===== src/rtl/keypad_scanner.sv =====
// -----------------------------------------------------------------------------
// keypad_scanner
//   Parametrised matrix-keypad scanner. Drives one column at a time (one-hot,
//   active high) and samples the synchronised rows at the end of each column
//   dwell. After each full scan it debounces, accepts or releases a single key,
//   and can optionally auto-repeat.
//
// Ports
//   clk          system clock
//   rst          asynchronous, active-high reset
//   row_in       raw row lines (asynchronous), 1 = contact on the driven column
//   col_out      one-hot active-high column drive
//   key_code     linear index of the accepted key: col*N_ROWS + row
//   key_valid    one-cycle strobe: new press or auto-repeat
//   key_repeat   qualifies key_valid: 1 = auto-repeat event
//   key_release  one-cycle strobe when the held key is released
//   key_held     level: a key is accepted and not yet released
//   multi_key    level: last completed scan saw more than one closed contact
//
// Event semantics: key_valid, key_repeat and key_release are single-cycle
// strobes with no backpressure. A consumer must take them in the cycle they
// are high. key_repeat is only meaningful while key_valid is high. key_valid
// and key_release are never high in the same cycle.
// -----------------------------------------------------------------------------
module keypad_scanner #(
  parameter int N_ROWS         = 4,
  parameter int N_COLS         = 4,
  parameter int SCAN_DIV       = 1000,
  parameter int DEBOUNCE_SCANS = 4,
  parameter int REPEAT_DELAY   = 0,
  parameter int REPEAT_RATE    = 8,
  localparam int CW            = $clog2(N_ROWS * N_COLS)
) (
  input  logic              clk,
  input  logic              rst,
  input  logic [N_ROWS-1:0] row_in,
  output logic [N_COLS-1:0] col_out,
  output logic [CW-1:0]     key_code,
  output logic              key_valid,
  output logic              key_repeat,
  output logic              key_release,
  output logic              key_held,
  output logic              multi_key
);

  localparam int DW     = $clog2(SCAN_DIV);
  localparam int COLW   = $clog2(N_COLS);
  localparam int RW     = $clog2(N_ROWS);
  localparam int DBW    = $clog2(DEBOUNCE_SCANS + 1);
  localparam int RP_MAX = (REPEAT_DELAY > REPEAT_RATE) ? REPEAT_DELAY : REPEAT_RATE;
  localparam int RPW    = $clog2(RP_MAX + 1);

  typedef enum logic [1:0] {
    S_IDLE     = 2'd0,
    S_PRESS_DB = 2'd1,
    S_HELD     = 2'd2,
    S_REL_DB   = 2'd3
  } state_t;

  // ---------------------------------------------------------------------------
  // Row synchroniser
  // ---------------------------------------------------------------------------
  logic [N_ROWS-1:0] row_meta;
  logic [N_ROWS-1:0] row_sync;

  always_ff @(posedge clk or posedge rst) begin
    if (rst) begin
      row_meta <= '0;
      row_sync <= '0;
    end else begin
      row_meta <= row_in;
      row_sync <= row_meta;
    end
  end

  // ---------------------------------------------------------------------------
  // Column scanning and per-scan accumulation
  // ---------------------------------------------------------------------------
  logic [DW-1:0]   dwell_cnt;
  logic [COLW-1:0] col_idx;
  logic [1:0]      acc_cnt;     // closed contacts so far, saturates at 2
  logic [CW-1:0]   acc_code;    // first closed index so far
  logic            scan_done;
  logic [1:0]      res_cnt;     // 0 = NONE, 1 = SINGLE, 2 = MULTI
  logic [CW-1:0]   res_code;

  logic            sample;
  logic            last_col;
  logic [1:0]      col_hits;
  logic [RW-1:0]   col_first_row;
  logic            col_found;
  logic [CW-1:0]   here_code;
  logic [2:0]      hit_sum;
  logic [1:0]      merged_cnt;
  logic [CW-1:0]   merged_code;

  assign sample   = (dwell_cnt == DW'(SCAN_DIV - 1));
  assign last_col = (col_idx == COLW'(N_COLS - 1));

  // Closed contacts on the currently driven column: count (sat. 2) and lowest row.
  always_comb begin
    col_hits      = 2'd0;
    col_first_row = '0;
    col_found     = 1'b0;
    for (int r = 0; r < N_ROWS; r++) begin
      if (row_sync[r]) begin
        if (col_hits != 2'd2) col_hits = col_hits + 2'd1;
        if (!col_found) begin
          col_found     = 1'b1;
          col_first_row = RW'(r);
        end
      end
    end
  end

  // Columns are visited in ascending order, so the first hit of the scan is
  // already the lowest index; later columns only add to the count.
  always_comb begin
    here_code   = CW'(int'(col_idx) * N_ROWS + int'(col_first_row));
    hit_sum     = {1'b0, acc_cnt} + {1'b0, col_hits};
    merged_cnt  = (hit_sum >= 3'd2) ? 2'd2 : hit_sum[1:0];
    merged_code = (acc_cnt == 2'd0) ? here_code : acc_code;
  end

  always_ff @(posedge clk or posedge rst) begin
    if (rst) begin
      dwell_cnt <= '0;
      col_idx   <= '0;
      col_out   <= N_COLS'(1);
      acc_cnt   <= 2'd0;
      acc_code  <= '0;
      scan_done <= 1'b0;
      res_cnt   <= 2'd0;
      res_code  <= '0;
    end else begin
      scan_done <= 1'b0;
      if (sample) begin
        dwell_cnt <= '0;
        col_out   <= {col_out[N_COLS-2:0], col_out[N_COLS-1]};
        if (last_col) begin
          col_idx   <= '0;
          acc_cnt   <= 2'd0;
          acc_code  <= '0;
          scan_done <= 1'b1;
          res_cnt   <= merged_cnt;
          res_code  <= merged_code;
        end else begin
          col_idx  <= col_idx + 1'b1;
          acc_cnt  <= merged_cnt;
          acc_code <= merged_code;
        end
      end else begin
        dwell_cnt <= dwell_cnt + 1'b1;
      end
    end
  end

  // ---------------------------------------------------------------------------
  // Auto-repeat counter advance (one held scan). First event after
  // REPEAT_DELAY held scans, then every REPEAT_RATE held scans.
  // ---------------------------------------------------------------------------
  logic [RPW-1:0] rep_cnt;
  logic           rep_phase;    // 0: waiting for first repeat, 1: periodic
  logic [RPW-1:0] rep_adv;
  logic           phase_adv;
  logic           rep_fire;

  always_comb begin
    rep_adv   = rep_cnt;
    phase_adv = rep_phase;
    rep_fire  = 1'b0;
    if (REPEAT_DELAY > 0) begin
      if (!rep_phase) begin
        if (int'(rep_cnt) + 1 >= REPEAT_DELAY) begin
          rep_fire  = 1'b1;
          phase_adv = 1'b1;
          rep_adv   = '0;
        end else begin
          rep_adv = rep_cnt + 1'b1;
        end
      end else if (int'(rep_cnt) + 1 >= REPEAT_RATE) begin
        rep_fire = 1'b1;
        rep_adv  = '0;
      end else begin
        rep_adv = rep_cnt + 1'b1;
      end
    end
  end

  // ---------------------------------------------------------------------------
  // Debounce / hold FSM, advances only on scan_done
  // ---------------------------------------------------------------------------
  state_t         state, state_n;
  logic [DBW-1:0] db_cnt, db_n;
  logic [CW-1:0]  cand, cand_n;
  logic [RPW-1:0] rep_n;
  logic           phase_n;
  logic [CW-1:0]  code_n;
  logic           held_n, multi_n, valid_n, repeat_n, release_n;
  logic           res_none, res_single;

  assign res_none   = (res_cnt == 2'd0);
  assign res_single = (res_cnt == 2'd1);

  always_comb begin
    state_n   = state;
    db_n      = db_cnt;
    cand_n    = cand;
    rep_n     = rep_cnt;
    phase_n   = rep_phase;
    code_n    = key_code;
    held_n    = key_held;
    multi_n   = multi_key;
    valid_n   = 1'b0;
    repeat_n  = 1'b0;
    release_n = 1'b0;
    if (scan_done) begin
      multi_n = (res_cnt == 2'd2);
      unique case (state)
        S_IDLE: begin
          if (res_single) begin
            cand_n = res_code;
            if (DEBOUNCE_SCANS == 1) begin
              state_n = S_HELD;
              code_n  = res_code;
              valid_n = 1'b1;
              held_n  = 1'b1;
              db_n    = '0;
              rep_n   = '0;
              phase_n = 1'b0;
            end else begin
              state_n = S_PRESS_DB;
              db_n    = DBW'(1);
            end
          end
        end
        S_PRESS_DB: begin
          if (res_single) begin
            if (res_code == cand) begin
              if (int'(db_cnt) + 1 >= DEBOUNCE_SCANS) begin
                state_n = S_HELD;
                code_n  = cand;
                valid_n = 1'b1;
                held_n  = 1'b1;
                db_n    = '0;
                rep_n   = '0;
                phase_n = 1'b0;
              end else begin
                db_n = db_cnt + 1'b1;
              end
            end else begin
              cand_n = res_code;
              db_n   = DBW'(1);
            end
          end else begin
            state_n = S_IDLE;
            db_n    = '0;
          end
        end
        S_HELD: begin
          if (res_none) begin
            if (DEBOUNCE_SCANS == 1) begin
              state_n   = S_IDLE;
              release_n = 1'b1;
              held_n    = 1'b0;
              db_n      = '0;
            end else begin
              state_n = S_REL_DB;
              db_n    = DBW'(1);
            end
          end else begin
            // Any contact (same key, other key or several) counts as held.
            rep_n    = rep_adv;
            phase_n  = phase_adv;
            valid_n  = rep_fire;
            repeat_n = rep_fire;
          end
        end
        S_REL_DB: begin
          if (res_none) begin
            if (int'(db_cnt) + 1 >= DEBOUNCE_SCANS) begin
              state_n   = S_IDLE;
              release_n = 1'b1;
              held_n    = 1'b0;
              db_n      = '0;
            end else begin
              db_n = db_cnt + 1'b1;
            end
          end else begin
            // Release glitch: resume holding; the repeat count carries on.
            state_n  = S_HELD;
            db_n     = '0;
            rep_n    = rep_adv;
            phase_n  = phase_adv;
            valid_n  = rep_fire;
            repeat_n = rep_fire;
          end
        end
        default: state_n = S_IDLE;
      endcase
    end
  end

  always_ff @(posedge clk or posedge rst) begin
    if (rst) begin
      state       <= S_IDLE;
      db_cnt      <= '0;
      cand        <= '0;
      rep_cnt     <= '0;
      rep_phase   <= 1'b0;
      key_code    <= '0;
      key_held    <= 1'b0;
      multi_key   <= 1'b0;
      key_valid   <= 1'b0;
      key_repeat  <= 1'b0;
      key_release <= 1'b0;
    end else begin
      state       <= state_n;
      db_cnt      <= db_n;
      cand        <= cand_n;
      rep_cnt     <= rep_n;
      rep_phase   <= phase_n;
      key_code    <= code_n;
      key_held    <= held_n;
      multi_key   <= multi_n;
      key_valid   <= valid_n;
      key_repeat  <= repeat_n;
      key_release <= release_n;
    end
  end

endmodule


===== config.mk =====
export PLATFORM = sky130hd
export DESIGN_NAME = keypad_scanner
export DESIGN_NICKNAME = d
export VERILOG_FILES = /design/src/rtl/keypad_scanner.sv
export SDC_FILE = /design/constraint.sdc
export NUM_CORES = 1
export LEC_CHECK = 0
export ABC_AREA = 1
export CORE_UTILIZATION = 55
export CTS_CLUSTER_SIZE = 40
export DETAILED_ROUTE_END_ITERATION = 7
export PLACE_DENSITY = 0.76
export SYNTH_ARGS = -nofsm -noshare
export SYNTH_HDL_FRONTEND = slang
export SYNTH_SLANG_ARGS = --single-unit

===== constraint.sdc =====
create_clock -name clk -period 5.05 [get_ports clk]
set_input_delay 1.01 -clock clk [delete_from_list [all_inputs] [get_ports clk]]
set_output_delay 1.01 -clock clk [all_outputs]
set_load 0.02 [all_outputs]

==> results by group, run 1 <==
Outcome
  • Status: complete, no violations

Yosys
  • Sequential share of the synthesized area: 53.57%
  • Post-synthesis cell type count: 37
  • Synth Register Bits: 54
  • Async set-or-reset flop fraction in the synthesized netlist: 100.0%
  • Synthesized net count: 304
  • Syn_area_per_cell: 8.767 um^2
  • Post-synth EDFFs: 0
  • Cells after Synth: 288
  • Synth warn: 0
  • Mapped cell area: 2525 um^2
  • Top_reg_cell synth: dfrtp_1

Power
  • Max VDD drop: 0.0002291 V
  • Comb power frac: 3.4%
  • Internal power: 0.0005540 W
  • Sw Share: 21.11%
  • Pleak: 1.343 nW
  • Pwr/cell area: 248.0 nW/um^2
  • Reg power frac: 62.2%
  • Clk network pwr share: 34.4%
  • Sw power: 0.0001482 W

Floorplanning
  • Die H: 69.76 um
  • Io pins: 19
  • FP Rows: 24
  • Die area: 4866 um^2
  • Placeable core area: 4384 um^2
  • DIE WIDTH: 69.76 um
  • Initial Util: 57.59%

Drt
  • Via count: 1833
  • Detailed-route DRC error count: 0
  • Antenna-violating nets left: 0
  • Initial DRC Count: 89
  • TritonRoute pass-1 iters: 4
  • WL final: 4033 um
  • Drt wl/cell: 11.14 um
  • Via density: 5.064

Finish
  • Final net count: 325
  • Antenna Cells: 0
  • Non-filler cells, final: 362
  • Area Overhead vs Synth: 12.14%
  • Layout cells sized above 1: 9.032%

Clock network
  • Post-CTS Setup Inserts: 0
  • Sink Count: 54
  • Hold Buf Count CTS: 0
  • Resize count post-CTS: 0
  • Max Root-Sink Buffers: 2
  • Clk Latency, worst-skew pair: 0.31 ns
  • CTS buffer count: 5
  • Reg clk slew, reported paths: 0.09 ns
  • Root buffer cell: clkbuf_8
  • CTS tree: done
  • CTS H-tree depth: 2

GRT
  • Largest net degree at the start of global routing: 55
  • Number of antenna violations at the first check in global routing: 0
  • Vias in the first global route: 1776
  • Total track usage: 18.91%
  • First-pass GRT wire length: 7314 um
  • Grt total ovfl: 0

Worst setup path
  • Data arrival time of the worst path: 1.45 ns
  • CP cell instances: clkdlybuf4s50_1
  • CP top delay family: buffers and inverters
  • Critical-path top delay cell: clkdlybuf4s50_1
  • Worst setup path category: reg2out
  • Crit-path max FO: 3
  • CP startpoint: col_out[0]$_DFFE_PP1N_
  • Crit end category: primary output
  • WP buf/inv: 1
  • Reg2reg start: row_sync[0]$_DFF_PP0_
  • Largest stage delay, worst path: 0.60 ns
  • Worst EP required: 4.04 ns
  • CP startpoint kind: flip-flop

Timing
  • Finish-stage setup viols: 0
  • Period utilization: 48.75%
  • Max_slew headroom: 28.97%
  • Worst Skew: 0.01273 ns
  • Fmax achieved: 0.4062 GHz
  • Setup Total Neg Slack: 0 ns
  • Worst-margin pin slew: 1.064 ns
  • Fin crit period: 2.462 ns
  • Worst setup margin: 2.588 ns
  • RSZ-0062 raised after global routing: no
  • Endpoints failing hold: 0
  • Max-slew violation count: 0

Placement
  • PortBufs: 17
  • GP Congestion: 0.7930
  • Hpwl dp: 2884 um
  • Placed cell count: 354
  • Dpl ws: 2.692 ns

Worst hold path
  • Hold Path Origin: row_meta[1]$_DFF_PP0_
  • Worst Hold Class: reg2reg

Flow run
  • Max-Cap Viols: 0
-- cell families (layout without fill, tap and decap cells) --
group | after synthesis | after routing | share of synthesized area (%)
AND/OR/NAND/NOR | 138 | 138 | 24.63
flip-flops | 54 | 54 | 53.57
buffers and inverters | 41 | 63 | 6.442
AO/OA/AOI/OAI | 40 | 40 | 8.424
adder cells (fa/ha/maj) | 10 | 10 | 5.253
multiplexers | 3 | 3 | 1.189
other | 1 | 1 | 0.1485
XOR/XNOR | 1 | 1 | 0.3469
-- power groups by stage --
stage | registers (W) | clock network [W] | logic, W
2_1_floorplan | 0.000445 | 0 | 0.0000172
3_3_place_gp | 0.000446 | 0 | 0.0000239
3_5_place_dp | 0.000446 | 0 | 0.0000248
4_1_cts | 0.000437 | 0.000252 | 0.0000248
5_1_grt | 0.000438 | 0.000269 | 0.0000282
6_report | 0.000437 | 0.000241 | 0.0000238
-- area by class of cell --
class	instances	area, um^2
inverter	38	142.6
fill	376	1553
sequential	54	1353
tap	52	65.06
timing repair buffer	17	170.2
multi-input combinational	193	1010
clock buffer	7	86.33
clock inverter	1	5.005
-- cell usage after synthesis (4+ instances only) --
library cell / n / share of area [%]
nand2_1: 80 / 12
dfrtp_1: 53 / 53
inv_1: 33 / 4.9
nor2_1: 21 / 3.1
o21ai_1: 17 / 3.4
o21ai_0: 13 / 2.6
nand3_1: 12 / 2.4
ha_1: 9 / 4.5
a21oi_1: 5 / 0.99
nand2_2: 5 / 1.2
nor2_2: 4 / 0.99
-- per-stage QoR --
stage	util (%)	hold slack, ns	total power, W	instance area (um^2)
2_1_floorplan	-	0.3312	0.0004625	2525
3_3_place_gp	62.50	0.3327	0.0004694	2740
3_5_place_dp	62.50	0.3364	0.0004706	2740
4_1_cts	64.58	0.3550	0.0007136	2831
5_1_grt	64.58	0.3664	0.0007346	2831
6_report	64.58	0.3520	0.0007023	2831
-- worst paths after layout --
check                                         end  slack [ns]  cells past startpoint
setup / recovery                       col_out[0]        2.59                      1
hold / removal              row_sync[1]$_DFF_PP0_        0.35                      0
setup reg to reg           acc_cnt[0]$_DFFE_PP0N_        2.77                     13
hold reg to reg             row_sync[1]$_DFF_PP0_        0.35                      0
max in group asynchronous   row_sync[3]$_DFF_PP0_        3.12                      2
min in group asynchronous    state[0]$_DFFE_PP0P_        1.28                      2
-- routing by layer --
metal / track usage, % / wire (um) / vias to the layer above
met5: 0 / 0 / -
met2: 34.20 / 1985 / 31
li1: - / - / 953
met1: 21.88 / 1883 / 845
met3: 5.233 / 137 / 4
met4: 5.333 / 27 / 0
-- cells in the final DEF, fill, tap and decap left out, types with 5 or more instances in the layout --
cell             instances
a21oi_1                  5
clkbuf_8                 6
inv_1                   32
nand2_2                  5
o21ai_0                 13
nand2_1                 80
clkdlybuf4s50_1         17
o21ai_1                 17
nor2_1                  21
ha_1                     9
dfrtp_1                 53
nand3_1                 12
-- state kept, by name (all words and copies together), names as in the netlist --
| name | count |
|---|---|
| res_cnt | 2 |
| key_valid | 1 |
| key_held | 1 |
| row_sync | 4 |
| multi_key | 1 |
| acc_cnt | 2 |
| col_idx | 2 |
| row_meta | 4 |
| key_release | 1 |
| col_out | 4 |
| key_code | 4 |
| cand | 4 |
| scan_done | 1 |
| res_code | 4 |
| db_cnt | 3 |
| acc_code | 4 |
| state | 2 |
| dwell_cnt | 10 |
No activity file was read; power rests on OpenSTA's default activity.
==> inputs of run 2 (changes only) <==
--- a/config.mk
+++ b/config.mk
@@ -6,10 +6,10 @@
 export NUM_CORES = 1
 export LEC_CHECK = 0
 export ABC_AREA = 1
-export CORE_UTILIZATION = 55
+export CORE_UTILIZATION = 52
 export CTS_CLUSTER_SIZE = 40
 export DETAILED_ROUTE_END_ITERATION = 7
-export PLACE_DENSITY = 0.76
+export PLACE_DENSITY = 0.75
 export SYNTH_ARGS = -nofsm -noshare
 export SYNTH_HDL_FRONTEND = slang
 export SYNTH_SLANG_ARGS = --single-unit
==> constraint.sdc (replaced) <==
create_clock -name clk -period 2 [get_ports clk]
set_input_delay 0.4 -clock clk [delete_from_list [all_inputs] [get_ports clk]]
set_output_delay 0.4 -clock clk [all_outputs]
set_load 0.02 [all_outputs]
==> results by group, run 2 (synthesis gave the netlist of run 1 again) <==
Outcome
  • Status: complete, but fails checks
  • Failing checks: negative setup slack

Drt
  • Initial DRC Count: 87 (-2.2%)
  • Via density: 5.056 (-0.14%)
  • Drt wl/cell: 11.38 um (+2.1%)
  • Detailed-route DRC error count: 0 (unchanged)
  • Via count: 1881 (+2.6%)
  • DR top layer: met4
  • Met3 wire length: 112 um (-18%)
  • TritonRoute pass-1 iters: 4 (unchanged)
  • DRT met1 WL: 1981 um (+5.2%)
  • Met2 routed WL: 2079 um (+4.7%)
  • Antenna-violating nets left: 0 (unchanged)
  • WL final: 4232 um (+4.9%)

Placement
  • GP Congestion: 0.8184 (+3.2%)
  • Dpl ws: -0.3365 ns (-3.029 ns)
  • Hpwl dp: 3071 um (+6.5%)
  • Placed cell count: 359 (+1.4%)
  • PortBufs: 17 (unchanged)

GRT
  • Number of antenna violations at the first check in global routing: 0 (unchanged)
  • Largest net degree at the start of global routing: 26 (-53%)
  • Total track usage: 19.56% (+0.65 points)
  • Vias in the first global route: 1848 (+4.1%)
  • Grt total ovfl: 0 (unchanged)
  • First-pass GRT wire length: 7769 um (+6.2%)

Worst setup path
  • Crit end category: flip-flop
  • Worst setup path category: reg2reg
  • Worst EP required: 2.23 ns (-1.81 ns)
  • CP most frequent cell: inv_2
  • Data arrival time of the worst path: 2.55 ns (+1.10 ns)
  • Largest stage delay, worst path: 0.48 ns (-0.12 ns)
  • Crit-path max FO: 3 (unchanged)
  • CP cell instances: inv_2 > ha_4 > mux2i_4 > ha_2 > nand2_1 > o21ai_1 > ha_2 > inv_2 > fa_1 > nand2_2 > inv_2 > nand2_2 > o21ai_1
  • CP startpoint kind: flip-flop
  • Critical-path top delay cell: fa_1

Clock network
  • Hold Buf Count CTS: 0 (unchanged)
  • Root buffer cell: clkbuf_8
  • Sink Count: 54 (unchanged)
  • Clk Latency, worst-skew pair: 0.30 ns (about the same)
  • CTS buffer count: 5 (unchanged)
  • Max Root-Sink Buffers: 2 (unchanged)
  • Reg clk slew, reported paths: 0.09 ns (about the same)
  • CTS H-tree depth: 2 (unchanged)
  • CTS tree: done

Timing
  • Fmax achieved: 0.4311 GHz
  • Fin crit period: 2.320 ns
  • Finish-stage setup viols: 4 (+4)
  • Worst setup margin: -0.3196 ns (-2.908 ns)
  • Max-slew violation count: 0 (unchanged)
  • Endpoints failing hold: 0 (unchanged)
  • Worst Skew: 0.006885 ns (-0.005843 ns)
  • Period utilization: 116.0%
  • RSZ-0062 raised after global routing: yes

Finish
  • Core Util, Final: 66.44% (+1.9 points)
  • Most frequent cells in the layout: 78 x nand2_1, 53 x dfrtp_1, 28 x inv_1, 21 x nor2_1, 18 x o21ai_1
  • Most common cell after layout, fill and taps aside: nand2_1
  • Non-filler cells, final: 372 (+2.8%)
  • Antenna Cells: 0 (unchanged)
  • Area Overhead vs Synth: 18.53%
  • Final net count: 335 (+3.1%)
  • Layout cells sized above 1: 16.25% (+7.2 points)
  • Reg with most FFs: dwell_cnt
  • Largest register FFs: 10 (unchanged)

Floorplanning
  • FP Rows: 24 (unchanged)
  • Die H: 71.68 um (+2.8%)
  • Initial Util: 56.06% (-1.5 points)
  • Placeable core area: 4504 um^2 (+2.7%)
  • Die area: 5138 um^2 (+5.6%)
  • DIE WIDTH: 71.68 um (+2.8%)
  • Io pins: 19 (unchanged)

Worst hold path
  • Worst Hold Class: reg2reg

Power
  • Pwr/cell area: 625.7 nW/um^2 (+150%)
  • Max VDD drop: 0.0003980 V (+74%)
  • Pleak: 1.402 nW (+4.3%)

Flow run
  • Max-Cap Viols: 0 (unchanged)
-- run 2: cell types whose count changed in the layout (fill, tap and decap cells not counted), moves of 2 or more --
cell / change
buf_4: +9
ha_1: -4
inv_1: -4
inv_2: +4
o21ai_0: -3
clkbuf_8: +2
ha_2: +2
ha_4: +2
nand2_1: -2
nand2_2: +2
o21ai_2: +2
-- run 2: path summary, 6_finish.rpt --
check / slack (ns) / end / cells past startpoint / startpoint
setup / recovery: -0.32 / res_cnt[0]$_DFFE_PP0P_ / 13 / row_sync[0]$_DFF_PP0_
hold / removal: 0.35 / row_sync[1]$_DFF_PP0_ / 0 / row_meta[1]$_DFF_PP0_
setup reg to reg: -0.32 / res_cnt[0]$_DFFE_PP0P_ / 13 / row_sync[0]$_DFF_PP0_
hold reg to reg: 0.35 / row_sync[1]$_DFF_PP0_ / 0 / row_meta[1]$_DFF_PP0_
max in group asynchronous: 1.08 / col_out[0]$_DFFE_PP1N_ / 3 / rst
min in group asynchronous: 0.39 / res_cnt[0]$_DFFE_PP0P_ / 2 / rst
-- run 2: cell type report --
type	count	area [um^2]
Sequential cell	54	1353
Fill cell	379	1511
Inverter	38	142.6
Multi-Input combinational cell	193	1065
Tap cell	52	65.06
Clock buffer	8	110.1
Timing Repair Buffer	27	257.7
-- run 2: power breakdown --
group	switching (W)	leakage (nW)	internal [W]
clock	0.000323	0.0575	0.000350
sequential	0.00000621	0.718	0.00110
combinational	0.0000515	0.626	0.0000436
-- run 2: per-stage QoR --
step	area, um^2	hold WS (ns)	total power (W)	setup TNS (ns)
detailed placement	2790	0.3347	0.001196	-1.174
CTS	2957	0.3546	0.001887	-0.8779
global placement	2790	0.3333	0.001193	-0.5887
finish	2993	0.3527	0.001873	-1.118
floorplan	2525	0.3312	0.001168	-0.2634
global route	2993	0.3643	0.001957	-1.527
-- run 2: what timing repair did --
action,CTS,global route
gates resized for setup,11,6
gates cloned,0,0
setup buffers,3,2
pin swaps,4,3
endpoints found under the setup margin,4,4
-- run 2: worst max-delay path: cells and delay by family (launching register included) --
kind	cells	cell delay (ns)
compound gates	2	0.22
fa+ha+maj	4	1.08
buf+inv	3	0.22
flops	1	0.41
mux	1	0.15
simple gates	3	0.16
-- run 2: per-layer routing --
layer  track usage (%)  vias to the layer above
met1             24.41                      871
met3             3.516                        6
li1                  -                      976
met5                 0                        -
met2             32.91                       28
met4             9.586                        0
